[src/rtl/pc_fetch_stage.sv]
// Instruction-fetch front end: owns the PC, fetches words from instruction memory
// with one request in flight, and queues {instr, pc, pc+4} for decode.
module pc_fetch_stage #(
  parameter logic [31:0] RESET_PC = 32'h0000_0000,
  parameter int          DEPTH    = 2
) (
  input  logic        clk,
  input  logic        rst,
  output logic        imem_req,
  output logic [31:0] imem_addr,
  input  logic        imem_gnt,
  input  logic        imem_rvalid,
  input  logic [31:0] imem_rdata,
  input  logic        redirect_valid,
  input  logic [31:0] redirect_pc,
  output logic        if_valid,
  input  logic        if_ready,
  output logic [31:0] if_instr,
  output logic [31:0] if_pc,
  output logic [31:0] if_pc_plus4
);

  localparam int PW = (DEPTH > 1) ? $clog2(DEPTH) : 1;
  localparam int CW = $clog2(DEPTH + 1);
  localparam logic [CW-1:0] FULL    = CW'(DEPTH);
  localparam logic [PW-1:0] LAST_PTR = PW'(DEPTH - 1);

  typedef enum logic [1:0] {IDLE, REQ, WAIT, DROP} state_t;

  state_t        state;
  logic [31:0]   pc;
  logic [31:0]   req_pc;
  logic [CW-1:0] count;
  logic [PW-1:0] rptr;
  logic [PW-1:0] wptr;
  logic [31:0]   buf_instr [DEPTH];
  logic [31:0]   buf_pc    [DEPTH];
  logic [31:0]   buf_pc4   [DEPTH];

  logic grant;
  logic push;
  logic pop;
  logic do_redirect;

  function automatic logic [PW-1:0] next_ptr(input logic [PW-1:0] p);
    return (p == LAST_PTR) ? '0 : p + PW'(1);
  endfunction

  // Requests only issue with buffer space free, so a push can never overflow.
  assign imem_req    = (state == REQ) && (count < FULL);
  assign imem_addr   = pc;
  assign grant       = imem_req && imem_gnt;
  assign do_redirect = redirect_valid && (state != IDLE);
  assign push        = (state == WAIT) && imem_rvalid && !redirect_valid;
  assign pop         = if_valid && if_ready;

  assign if_valid    = (count != '0);
  assign if_instr    = buf_instr[rptr];
  assign if_pc       = buf_pc[rptr];
  assign if_pc_plus4 = buf_pc4[rptr];

  // Redirect wins over everything; a killed in-flight request is absorbed in DROP.
  always_ff @(posedge clk or posedge rst) begin
    if (rst) begin
      state  <= IDLE;
      pc     <= RESET_PC;
      req_pc <= RESET_PC;
    end else begin
      case (state)
        IDLE: state <= REQ;
        REQ: begin
          if (grant) begin
            req_pc <= pc;
            pc     <= pc + 32'd4;
            state  <= do_redirect ? DROP : WAIT;
          end
        end
        WAIT: begin
          if (imem_rvalid)      state <= REQ;
          else if (do_redirect) state <= DROP;
        end
        DROP: begin
          if (imem_rvalid) state <= REQ;
        end
        default: state <= IDLE;
      endcase
      if (do_redirect) pc <= {redirect_pc[31:2], 2'b00};
    end
  end

  // Circular buffer; a flush simply rewinds both pointers and empties it.
  always_ff @(posedge clk or posedge rst) begin
    if (rst) begin
      count <= '0;
      rptr  <= '0;
      wptr  <= '0;
      for (int i = 0; i < DEPTH; i++) begin
        buf_instr[i] <= '0;
        buf_pc[i]    <= '0;
        buf_pc4[i]   <= '0;
      end
    end else if (do_redirect) begin
      count <= '0;
      rptr  <= '0;
      wptr  <= '0;
    end else begin
      if (push) begin
        buf_instr[wptr] <= imem_rdata;
        buf_pc[wptr]    <= req_pc;
        buf_pc4[wptr]   <= req_pc + 32'd4;
        wptr            <= next_ptr(wptr);
      end
      if (pop) rptr <= next_ptr(rptr);
      case ({push, pop})
        2'b10:   count <= count + CW'(1);
        2'b01:   count <= count - CW'(1);
        default: count <= count;
      endcase
    end
  end

endmodule

[config.mk]
export PLATFORM = sky130hd
export DESIGN_NAME = pc_fetch_stage
export DESIGN_NICKNAME = d
export VERILOG_FILES = /design/src/rtl/pc_fetch_stage.sv
export SDC_FILE = /design/constraint.sdc
export NUM_CORES = 1
export LEC_CHECK = 0
export CAP_MARGIN = 20
export CORE_ASPECT_RATIO = 0.8
export CORE_MARGIN = 3
export CORE_UTILIZATION = 45
export CTS_CLUSTER_SIZE = 8
export DETAILED_ROUTE_END_ITERATION = 8
export PLACE_DENSITY = 0.72
export SYNTH_ARGS = -nofsm -noshare
export SYNTH_HDL_FRONTEND = slang
export SYNTH_SLANG_ARGS = --single-unit
[constraint.sdc]
create_clock -name clk -period 15.9 [get_ports clk]
set_clock_uncertainty 0.1 [all_clocks]
set_input_delay 3.975 -clock clk [delete_from_list [all_inputs] [get_ports clk]]
set_output_delay 3.975 -clock clk [all_outputs]
set_load 0.02 [all_outputs]
# ---- Word-level counts from Yosys, hierarchy flattened
# Index checks and enable logic that the tools add are counted.
dict set report op_classes {
  n_mul 0
  muxes 31
  magnitude_cmp 4
  eq_ne 8
  add_sub_neg 6
  n_div 0
  n_reduce_logical 20
  n_bitwise 3
  n_shift 0
}
# op count
set op_table {}
lappend op_table {{$mux W32} 13}
lappend op_table {{$bwmux W64} 3}
lappend op_table {{$add A32 B3 Y32 const B} 2}
lappend op_table {{$demux W32 S1} 1}
lappend op_table {{$reduce_bool A2 Y1} 6}
lappend op_table {{$mux W2} 5}
lappend op_table {{$pmux W2 S4} 1}
lappend op_table {{$logic_and A1 B1 Y1} 7}
lappend op_table {{$mux W1} 7}
lappend op_table {{$eq A2 B2 Y1 const B} 3}
lappend op_table {{$reduce_and A2 Y1} 3}
lappend op_table {{$eq A2 B1 Y1 const B} 2}
lappend op_table {{$ge A2 B2 Y1 const B} 2}
lappend op_table {{$ne A2 B2 Y1 const B} 2}
lappend op_table {{$not A1 Y2} 2}
lappend op_table {{$pmux W2 S2} 1}
lappend op_table {{$ne A3 B3 Y1 const B} 1}
lappend op_table {{$reduce_and A3 Y1} 1}
lappend op_table {{$reduce_bool A3 Y1} 1}
lappend op_table {{$add A1 B1 Y1 const B} 2}
lappend op_table {{$add A2 B1 Y2 const B} 1}
lappend op_table {{$logic_not A2 Y1} 1}
lappend op_table {{$lt A2 B1 Y1 const B} 1}
lappend op_table {{$lt A2 B2 Y1 const B} 1}
lappend op_table {{3 further kinds} 3}
dict set report totals {
  register_bits 262
  out_inout_bits 130
  ram_bits 0
  memories 0
  elab_cells 84
  latch_bits 0
  input_bits 70
  romBits 0
}

# ---- Depth between registers and ports, before layout
# Gate-level depths: netlist (run 1).
dict set report depth {
  ltp_word 6
  depth_mapped 10
  depth_no_buf 7
}

# ---- Worst setup path after synthesis (run 1)
# Ideal clock, no wire load.
dict set report synth_path {
  path_type {input port to flip-flop}
  start {input redirect_valid}
  end {register buf_pc4[35] (netlist bit)}
  n_path_buf 2
  t_required_ns 15.675
  path_slack_ns 10.410
  path_stages 5
  t_arrival_ns 5.266
  setup_time_ns 0.125
  path_cell_list {nand3b_1 > nor2_1 > clkbuf_1 > buf_2 > mux2_2}
}
dict set report synth_between {
  elab_chain_len 3
  elab_cells_between_ends 5
  cone_classes {bitwise: 1; reduce/logical: 4}
}
# item line_no
set synth_lines {}
lappend synth_lines {{start, declared} 14} ;# input logic redirect_valid,
lappend synth_lines {{$logic_not A1 Y1 / $logic_and A1 B1 Y1 (equally long branches)} {54, 53}}
lappend synth_lines {{$logic_and A1 B1 Y1 / $not A1 Y1 (equally long branches)} --}
lappend synth_lines {{$reduce_and A2 Y1 (no line) *} --}
lappend synth_lines {{end signal, assigned by index} 110} ;# buf_pc4[wptr] <= req_pc + 32'd4;
lappend synth_lines {{end, declared} 38} ;# logic [31:0] buf_pc4 [DEPTH];
# Mark *: on every way between the ends. The rest lies on a longest branch, timed or not.
# A chain may end at the register's enable or synchronous reset.

# ---- Worst setup path in the final report (run 1)
dict set report layout_path {
  start {register rptr}
  end {output if_pc[16]}
}
dict set report layout_between {
  elab_chain_len 4
}
# item line_no
set layout_lines {}
lappend layout_lines {{start, declared} 34} ;# logic [PW-1:0] rptr;
lappend layout_lines {{start signal, assigned} 113} ;# if (pop) rptr <= next_ptr(rptr);
lappend layout_lines {{$not A1 Y2 (implied by the code)} 59} ;# assign if_pc = buf_pc[rptr];
lappend layout_lines {{$mux W32 (implied by the code) (3 in series)} 59}
lappend layout_lines {{end, declared} 19} ;# output logic [31:0] if_pc,
# No other way between the ends. The select of a mux whose other input is x is not followed.

==> flow_summary.toml, run 1 <==
[status]
outcome = "finished clean"

[sta]
rsz0062_at_grt = "false"
holdWs_ns = 0.364
fin_crit_sh = 0.450
hold_violations = 0
final.setup.tns_ns = 0
timing.final.crit_period_ns = 7.16
maxSlewHeadroom = 0.326
setup_viol = 0
slew_violations = 0
clock.fmax_mhz = 140
layout_setup_ws_ns = 8.74
worst_slew_pin_slew_ns = 1.01

[worst_hold_path]
min-delay-path-class = "reg -> reg"

[worst_setup_path]
critPathSlowestCell = "buf_4"
crit_chain = "buf_4, mux2_2, clkdlybuf4s50_1"
cpPeakStageDelay_ns = 0.78
critPathBufInv = 2
worstPathRequired_ns = 11.82
end_kind = "primary output"
worstSetupPathType = "reg -> out"
critPathMaxFanout = 61
cp.arrival_ns = 3.08
critPathTopFamily = "buffers and inverters"
start_kind = "flop"

[logic_synthesis]
synthAdderAreaFrac = 0.00636
synthArstFlopShare = 1.00
synth_mux_area_frac = 0.151
synth_enable_flop_cells = 0
syn_area_um2 = 11800
synth_compound_area_frac = 0.0766
synthCells = 1188
synth_simple_gate_area_frac = 0.180
yosys.area_share.xor_xnor = 0.0223
synth_top_family_by_area = "simple AND/OR/NAND/NOR gates"
synth_cell_types = 55
yosys_most_used_dff = "dfrtp_1"
syn_area_per_cell_um2 = 9.93
yosysWarnings = 0
synth_seq_area_share = 0.530
synth-seq-cells = 250

[global_routing]
grt_overflow_total = 0
grt_max_degree = 113
grt_usage = 0.214
antenna_found_initial = 0
grt_pass1_wl_um = 48900
grt_pass1_vias = 9314

[cts]
cts_setup_buffers = 0
worstSkewPairLatency_ns = 0.50
cts_buffer_depth = 3
cts-htree-levels = 2
ctsHoldBuffers = 0
numCtsBuffers = 37
ctsRootBufferMaster = "clkbuf_16"
cts_tree = "done"
clock-sinks = 250
clk_pin_slew_ns = 0.05
ctsResizeCount = 0

[routing]
drc_errors = 0
drtIter0Drc = 726
viasPerCell = 5.43
avgRoutedWirePerCell_um = 17.7
antenna_left = 0
wl_um = 30000
dr.pass1.iters = 5
vias = 9239

[floorplan]
rows = 52
core_area_um2 = 25600
die_h_um = 151
die-area_um2 = 28200
start_util = 0.461
ios = 200
dieWidth_um = 187

[power_and_ir_drop]
p_leak_nw = 6.70
powerDensity_nw_per_um2 = 193
peakVddDrop_mv = 0.0903

[layout]
seqCellArea_um2 = 6260
multiInputGateArea_um2 = 5200
syn_to_final_growth_pct = 26.1
nets = 1426
diodes = 0
fillCellCount = 2204
fin_area_um2 = 14900
drive_gt1_frac = 0.163
fin_cells = 1701

[flow_run]
maxCapViolCount = 0

[placed_design]
placedCellCount = 1661
place_ws_ns = 8.89
gp_congestion = 0.823
portBuffers = 191
dp_hpwl_um = 19500
place_area_um2 = 13900
==> metal layers <==
layer  wire length, um  vias up  part of all wire  track usage
li1                  -     4355                 -            -
met1             13500     4586              0.45        0.295
met2             14400      255              0.48        0.354
met3              1610       43             0.053       0.0373
met4               502        0             0.017       0.0559
met5                 0        -                 0            0
==> cell usage in the layout, fill, tap and decap left out, types with 2 or more instances in the layout <==
cell type        netlist  routed
nand2_1              339     338
nand3b_1               3       3
mux2i_1                3       3
nand3_1               24      24
nor4_4                 2       2
mux2_2               156     156
nor4_1                 2       2
ha_1                   6       6
nand4_1               23      23
inv_1                  7       6
a31oi_1                2       2
and2_1                 4       3
a2bb2oi_1              5       5
clkdlybuf4s50_1        0     191
or3_1                  4       4
nor3_1                15      15
xnor2_1                9       9
and3_1                 6       6
o2bb2ai_1              2       2
a211oi_1               4       4
dfrtp_1              250     249
conb_1                 1       6
o31ai_1                2       2
o22ai_1               12      12
a311oi_1               2       2
xor2_1                21      21
o41ai_1                2       2
nor2_1                53      52
o21ai_0               48      48
nor2b_1                3       2
buf_4                  6      12
clkbuf_16              0      37
a21oi_1               65      64
and4_1                 7       7
or2_2                  2       2
==> registers in the layout (all words and copies together) (netlist names) <==
signal	flops
imem_addr	30
wptr	1
buf_instr	64
rptr	1
buf_pc4	60
count	2
buf_pc	60
state	2
req_pc	30
==> area by class of cell <==
| type | instances | share of cell area |
|---|---|---|
| sequential | 250 | 0.421 |
| inverter | 7 | 0.00227 |
| timing repair buffer | 203 | 0.135 |
| clock buffer | 38 | 0.0625 |
| clock inverter | 1 | 0.000589 |
| multi-input combinational | 851 | 0.350 |
| tap | 351 | 0.0295 |
==> metrics by stage <==
stage / utilization / total power (W)
after floorplan: - / 0.00172
final: 0.582 / 0.00288
after CTS: 0.581 / 0.00290
after global placement: 0.545 / 0.00219
after global routing: 0.582 / 0.00305
after detailed placement: 0.545 / 0.00222
==> synthesized netlist by cell type (3+ instances only) <==
cell type	n	area, um^2
nand3b_1	3	22.5
or3_1	4	25.0
buf_4	6	45.0
nand4_1	23	144
o22ai_1	12	75.1
a21oi_1	65	325
nor3_1	15	75.1
and3_1	6	37.5
and4_1	7	61.3
inv_1	7	26.3
ha_1	6	75.1
xor2_1	21	184
nor2_1	53	199
buf_2	12	60.1
xnor2_1	9	78.8
a2bb2oi_1	5	43.8
o21ai_0	48	240
buf_1	7	26.3
a211oi_1	4	30.0
mux2i_1	3	30.0
clkbuf_1	58	218
nand2_1	339	1270
and2_1	4	25.0
nand3_1	24	120
nor2b_1	3	18.8
mux2_2	156	1760
dfrtp_1	250	6260
==> worst min-delay path: cells and delay by family, from the launching register on <==
| family | cells | cell delay (ns) |
|---|---|---|
| flip-flops | 1 | 0.33 |
| AND/OR/NAND/NOR | 2 | 0.10 |
==> final timing paths <==
check | from | endpoint | slack [ns] | depth (start not counted)
max | rptr$_DFFE_PP0P_ | if_pc[16] | 8.74 | 3
min | buf_pc[8]$_DFFE_PP0P_ | buf_pc[8]$_DFFE_PP0P_ | 0.36 | 2
max reg2reg | state[0]$_DFFE_PP0P_ | buf_instr[32]$_DFFE_PP0P_ | 12.68 | 7
min reg2reg | buf_pc[8]$_DFFE_PP0P_ | buf_pc[8]$_DFFE_PP0P_ | 0.36 | 2
max in group asynchronous | rst | rptr$_DFFE_PP0P_ | 10.16 | 3
min in group asynchronous | rst | buf_instr[46]$_DFFE_PP0P_ | 3.93 | 2
==> cells by family (layout without fill, tap and decap cells) <==
kind of cell	count (synthesis)	count (layout)
AO/OA/AOI/OAI	157	157
XOR/XNOR	30	30
adder cells (fa/ha/maj)	6	6
buffers and inverters	92	249
flip-flops	250	250
multiplexers	159	159
other	1	6
AND/OR/NAND/NOR	493	493
==> report_power, final <==
group	internal (W)	switching (W)	total, W	leakage, nW
clock	0.000408	0.000256	0.000664	0.461
sequential	0.000858	0.000221	0.00108	3.23
combinational	0.000553	0.000580	0.00113	3.01
(Power assumes the default switching activity.)
==> run 2, diff against run 1 <==
PLACE_DENSITY = 0.75   (was 0.72)
clock period = 6.55 ns   (was 15.9 ns; I/O delays follow)
==> run 2 against run 1 <==
Net effect:
- worst setup slack worse by 6.7 ns
- cell area up 0.55%
- clock-buffer cell count up 1
- combinational power up 140%
- sequential share of layout area down 0.23 points
- hold slack better by 0.0034 ns
==> flow_summary.toml, run 2 (synthesized netlist as in run 1, its figures left out) <==
[status]
outcome = "finished clean"

[cts]
cts-htree-levels = 2
ctsHoldBuffers = 0
numCtsBuffers = 37
ctsResizeCount = 0
cts_buffer_depth = 3
clock-sinks = 250
cts_setup_buffers = 0
clk_pin_slew_ns = 0.05
cts_tree = "done"
worstSkewPairLatency_ns = 0.49
ctsRootBufferMaster = "clkbuf_16"

[flow_run]
maxCapViolCount = 0

[floorplan]
dieWidth_um = 187
die_h_um = 151
ios = 200
start_util = 0.461
rows = 52
core_area_um2 = 25600
die-area_um2 = 28200

[layout]
syn_to_final_growth_pct = 26.8
fillCellCount = 2167
multiInputGateArea_um2 = 5190
drive_gt1_frac = 0.164
fin_area_um2 = 15000
top_regs = "buf_instr: 64 flops, buf_pc4: 60 flops, buf_pc: 60 flops"
final_cell_mix = "338 x nand2_1, 249 x dfrtp_1, 191 x clkdlybuf4s50_1"
nets = 1431
largest_reg_flops = 64
layout_commonest_cell = "nand2_1"
seqCellArea_um2 = 6260
diodes = 0
final_util = 0.585
regMostFlops = "buf_instr"

[routing]
antenna_left = 0
vias = 9192
avgRoutedWirePerCell_um = 17.9
drc_errors = 0
drtIter0Drc = 568
dr.pass1.iters = 5
wl_um = 30500
viasPerCell = 5.38

[global_routing]
grt_max_degree = 104
grt_usage = 0.215
grt_pass1_wl_um = 49600
grt_pass1_vias = 9285
antenna_found_initial = 0
grt_overflow_total = 0

[worst_hold_path]
min_from = "buf_instr[7]$_DFFE_PP0P_"
min-delay-path-class = "reg -> reg"
hold_end = "buf_instr[7]$_DFFE_PP0P_"
holdPathStages = 2

[worst_setup_path]
start_kind = "flop"
rr_startpoint = "state[0]$_DFFE_PP0P_"
critPathMaxFanout = 40
end_kind = "primary output"
worstSetupPathType = "reg -> out"
r2r_end = "buf_pc4[22]$_DFFE_PP0P_"
worstPathRequired_ns = 4.81
ff2ff_setup_slack_ns = 3.78
cp.arrival_ns = 2.81
r2r_cells = 7

[placed_design]
place_area_um2 = 14000
gp_congestion = 0.875
portBuffers = 191
dp_hpwl_um = 20100

[power_and_ir_drop]
p_seq_frac = 0.376
pwr-share-clk = 0.232
peakVddDrop_mv = 0.246
p_sw_frac = 0.368
powerDensity_nw_per_um2 = 468
p_int_w = 0.00442
netSwitchingPower_w = 0.00257
p_leak_nw = 6.73
pwr-share-comb = 0.393

[sta]
worst_slew_pin_slew_ns = 0.890
hold_violations = 0
maxSlewHeadroom = 0.407
fin_crit_sh = 0.694
final.setup.tns_ns = 0
setup_viol = 0
rsz0062_at_grt = "false"
slew_violations = 0
clock.fmax_mhz = 220
timing.final.crit_period_ns = 4.55
run 2: cell types whose count changed in the layout (fill, tap and decap cells not counted), sizes merged:
cell | previous run | this run
buf | 12 | 17
clkinvlp | 0 | 2
clkbuf | 38 | 39
clkinv | 1 | 0
inv | 7 | 6
run 2: area by class of cell:
cell class / count / share of cell area
flip-flops and latches: 250 / 0.419
multi-input cells: 851 / 0.347
repair buffers: 208 / 0.140
clock inverters: 1 / 0.000502
well taps: 351 / 0.0294
inverters: 7 / 0.00201
clock buffers: 39 / 0.0624
run 2: how the worst max path moves through the flow:
stage / start / endpoint / slack (ns) / depth (start not counted)
after floorplan: rst / buf_instr[0]$_DFFE_PP0P_ / 1.52 / 1
after global placement: redirect_valid / buf_pc4[31]$_DFFE_PP0P_ / 2.32 / 6
after detailed placement: redirect_valid / buf_pc4[31]$_DFFE_PP0P_ / 2.32 / 6
after CTS: rptr$_DFFE_PP0P_ / if_pc[14] / 1.97 / 3
after global routing: rptr$_DFFE_PP0P_ / if_pc[6] / 1.91 / 3
final: rptr$_DFFE_PP0P_ / if_pc[14] / 2.00 / 3
run 2: per-layer routing:
metal,up-vias,global-route usage,share of wire
li1,4354,-,-
met1,4539,0.298,0.44
met4,0,0.0555,0.023
met5,-,0,0
met3,54,0.0393,0.051
met2,245,0.354,0.48
run 2: power by group through the flow:
stage	combinational [W]	sequential (W)	clock, W
4_1_cts	0.00276	0.00263	0.00166
6_report	0.00275	0.00263	0.00162
3_3_place_gp	0.00270	0.00261	0
5_1_grt	0.00296	0.00271	0.00172
2_1_floorplan	0.00168	0.00250	0
3_5_place_dp	0.00275	0.00264	0
run 2: stage by stage:
stage	total power [W]	setup slack (ns)	hold slack (ns)	std cells
finish	0.00699	2.00	0.367	1707
floorplan	0.00418	1.52	0.340	1193
detailed placement	0.00539	2.32	0.359	1665
global placement	0.00530	2.32	0.352	1665
global route	0.00740	1.91	0.395	1707
CTS	0.00705	1.97	0.370	1705
run 2: critical path, cell delays in order (launching register included):
cell and delay, ns:
dfrtp_4 0.81, buf_4 0.49, mux2_2 0.43, clkdlybuf4s50_1 0.55
==> run 3, diff against run 2 <==
clock period = 3.85 ns   (was 6.55 ns; I/O delays follow)
==> run 3 against run 2 <==
Net effect:
- sequential cell count stayed put
- via count is 0.83% higher
- hold slack hardly changed
- critical path depth stayed put
- non-clock buffer count is 10 higher
- worst setup slack worse by 1.7 ns
- sequential share of layout area is 0.54 points lower
- sequential power is 70% higher
- critical endpoint is now if_pc_plus4[16]
- largest power group unchanged
- highest routed layer unchanged
==> flow_summary.toml, run 3 (synthesized netlist as in run 1, its figures left out) <==
[sta]
slew_violations = 0
hold_violations = 0
rsz0062_at_grt = "false"
timing.final.crit_period_ns = 3.59
setup_viol = 0
fin_crit_sh = 0.932
maxSlewHeadroom = 0.490
clock.fmax_mhz = 279
final.setup.tns_ns = 0
worst_slew_pin_slew_ns = 0.764

[cts]
cts_buffer_depth = 3
clk_pin_slew_ns = 0.05
cts-htree-levels = 2
ctsHoldBuffers = 0
cts_tree = "done"
ctsRootBufferMaster = "clkbuf_16"
cts_setup_buffers = 0
numCtsBuffers = 37
worstSkewPairLatency_ns = 0.50
ctsResizeCount = 0
clock-sinks = 250

[worst_setup_path]
worstSetupPathType = "reg -> out"
startpoint = "rptr$_DFFE_PP0P_"
cp.depth = 3
r2r_cells = 6
cp.arrival_ns = 2.52
critPathTopFamily = "buffers and inverters"
critPathSlowestCell = "dfrtp_4"
r2r_end = "imem_addr[26]$_DFFE_PP0P_"
rr_startpoint = "imem_addr[2]$_DFFE_PP0P_"
ff2ff_setup_slack_ns = 1.36
start_kind = "flop"
end_kind = "primary output"
crit_chain = "buf_12, mux2_2, clkdlybuf4s50_1"
critPathBufInv = 2
critPathMaxFanout = 34
cpPeakStageDelay_ns = 0.80
cp-endpoint = "if_pc_plus4[16]"
worstPathRequired_ns = 2.79

[floorplan]
dieWidth_um = 187
rows = 52
die-area_um2 = 28200
start_util = 0.461
ios = 200
die_h_um = 151
core_area_um2 = 25600

[flow_run]
maxCapViolCount = 0

[global_routing]
grt_overflow_total = 0
grt_pass1_wl_um = 49300
grt_max_degree = 109
grt_usage = 0.215
grt_pass1_vias = 9481
antenna_found_initial = 0

[placed_design]
portBuffers = 191
place_area_um2 = 14200
gp_congestion = 0.895
dp_hpwl_um = 20700

[layout]
nets = 1441
largest_reg_flops = 64
fin_area_um2 = 15100
diodes = 0
drive_gt1_frac = 0.173
layout_commonest_cell = "nand2_1"
regMostFlops = "buf_instr"
final_cell_mix = "338 x nand2_1, 249 x dfrtp_1, 191 x clkdlybuf4s50_1"
syn_to_final_growth_pct = 28.4
top_regs = "buf_instr: 64 flops, buf_pc4: 60 flops, buf_pc: 60 flops"

[routing]
drtIter0Drc = 580
drc_errors = 0
viasPerCell = 5.39
vias = 9268
dr.pass1.iters = 4
avgRoutedWirePerCell_um = 17.8
antenna_left = 0
wl_um = 30600

[power_and_ir_drop]
finalPower_w = 0.0120
p_leak_nw = 6.83
powerDensity_nw_per_um2 = 795
peakVddDrop_mv = 0.402

[status]
outcome = "finished clean"

[worst_hold_path]
min-delay-path-class = "reg -> reg"
run 3: cell count changes in the layout (fill, tap and decap cells not counted):
cell        change
buf_12          +5
clkbuf_1        -1
clkinvlp_4      -1
inv_6           +1
buf_4           +5
clkbuf_16       +2
clkinv_4        +1
run 3: how the worst min path moves through the flow:
stage                               from                   endpoint  slack, ns  cells after the start
2_1_floorplan   buf_instr[0]$_DFFE_PP0P_   buf_instr[0]$_DFFE_PP0P_       0.34                      2
3_3_place_gp   buf_instr[23]$_DFFE_PP0P_  buf_instr[23]$_DFFE_PP0P_       0.35                      2
3_5_place_dp      buf_pc4[3]$_DFFE_PP0P_     buf_pc4[3]$_DFFE_PP0P_       0.36                      2
4_1_cts           buf_pc4[3]$_DFFE_PP0P_     buf_pc4[3]$_DFFE_PP0P_       0.37                      2
5_1_grt        buf_instr[30]$_DFFE_PP0P_  buf_instr[30]$_DFFE_PP0P_       0.40                      2
6_report       buf_instr[23]$_DFFE_PP0P_  buf_instr[23]$_DFFE_PP0P_       0.37                      2
run 3: report_power, final:
| group | internal (W) | leakage (nW) | switching [W] | total [W] |
|---|---|---|---|---|
| Clock | 0.00177 | 0.490 | 0.00109 | 0.00286 |
| Combinational | 0.00232 | 3.11 | 0.00239 | 0.00472 |
| Sequential | 0.00354 | 3.23 | 0.000924 | 0.00447 |
run 3: layout make-up:
type,instances,area (um^2)
tap,351,439
inverter,7,30.0
fill,2139,10400
multi-input combinational,851,5190
sequential,250,6260
timing repair buffer,218,2230
clock inverter,2,17.5
clock buffer,40,980
run 3: through the flow:
stage / util / hold slack, ns / instances / setup WS [ns]
after detailed placement: 0.553 / 0.357 / 1677 / 0.729
after floorplan: - / 0.340 / 1193 / -0.500
after global placement: 0.553 / 0.352 / 1677 / 0.763
final: 0.592 / 0.367 / 1719 / 0.263
after CTS: 0.592 / 0.370 / 1719 / 0.258
after global routing: 0.592 / 0.395 / 1719 / 0.196
run 3: layer usage:
metal | vias to the layer above | routed length, um | GRT usage
li1 | 4375 | - | -
met1 | 4578 | 13300 | 0.284
met2 | 261 | 14900 | 0.359
met3 | 54 | 1610 | 0.0410
met4 | 0 | 767 | 0.0725
met5 | - | 0 | 0
run 3: worst reg2reg max path, stage by stage (launching register included):
cell and delay, ns:
dfrtp_1 0.46, ha_1 0.24, nand3_1 0.26, or3_1 0.57
or3_1 0.39, o32ai_1 0.26, a21oi_1 0.10
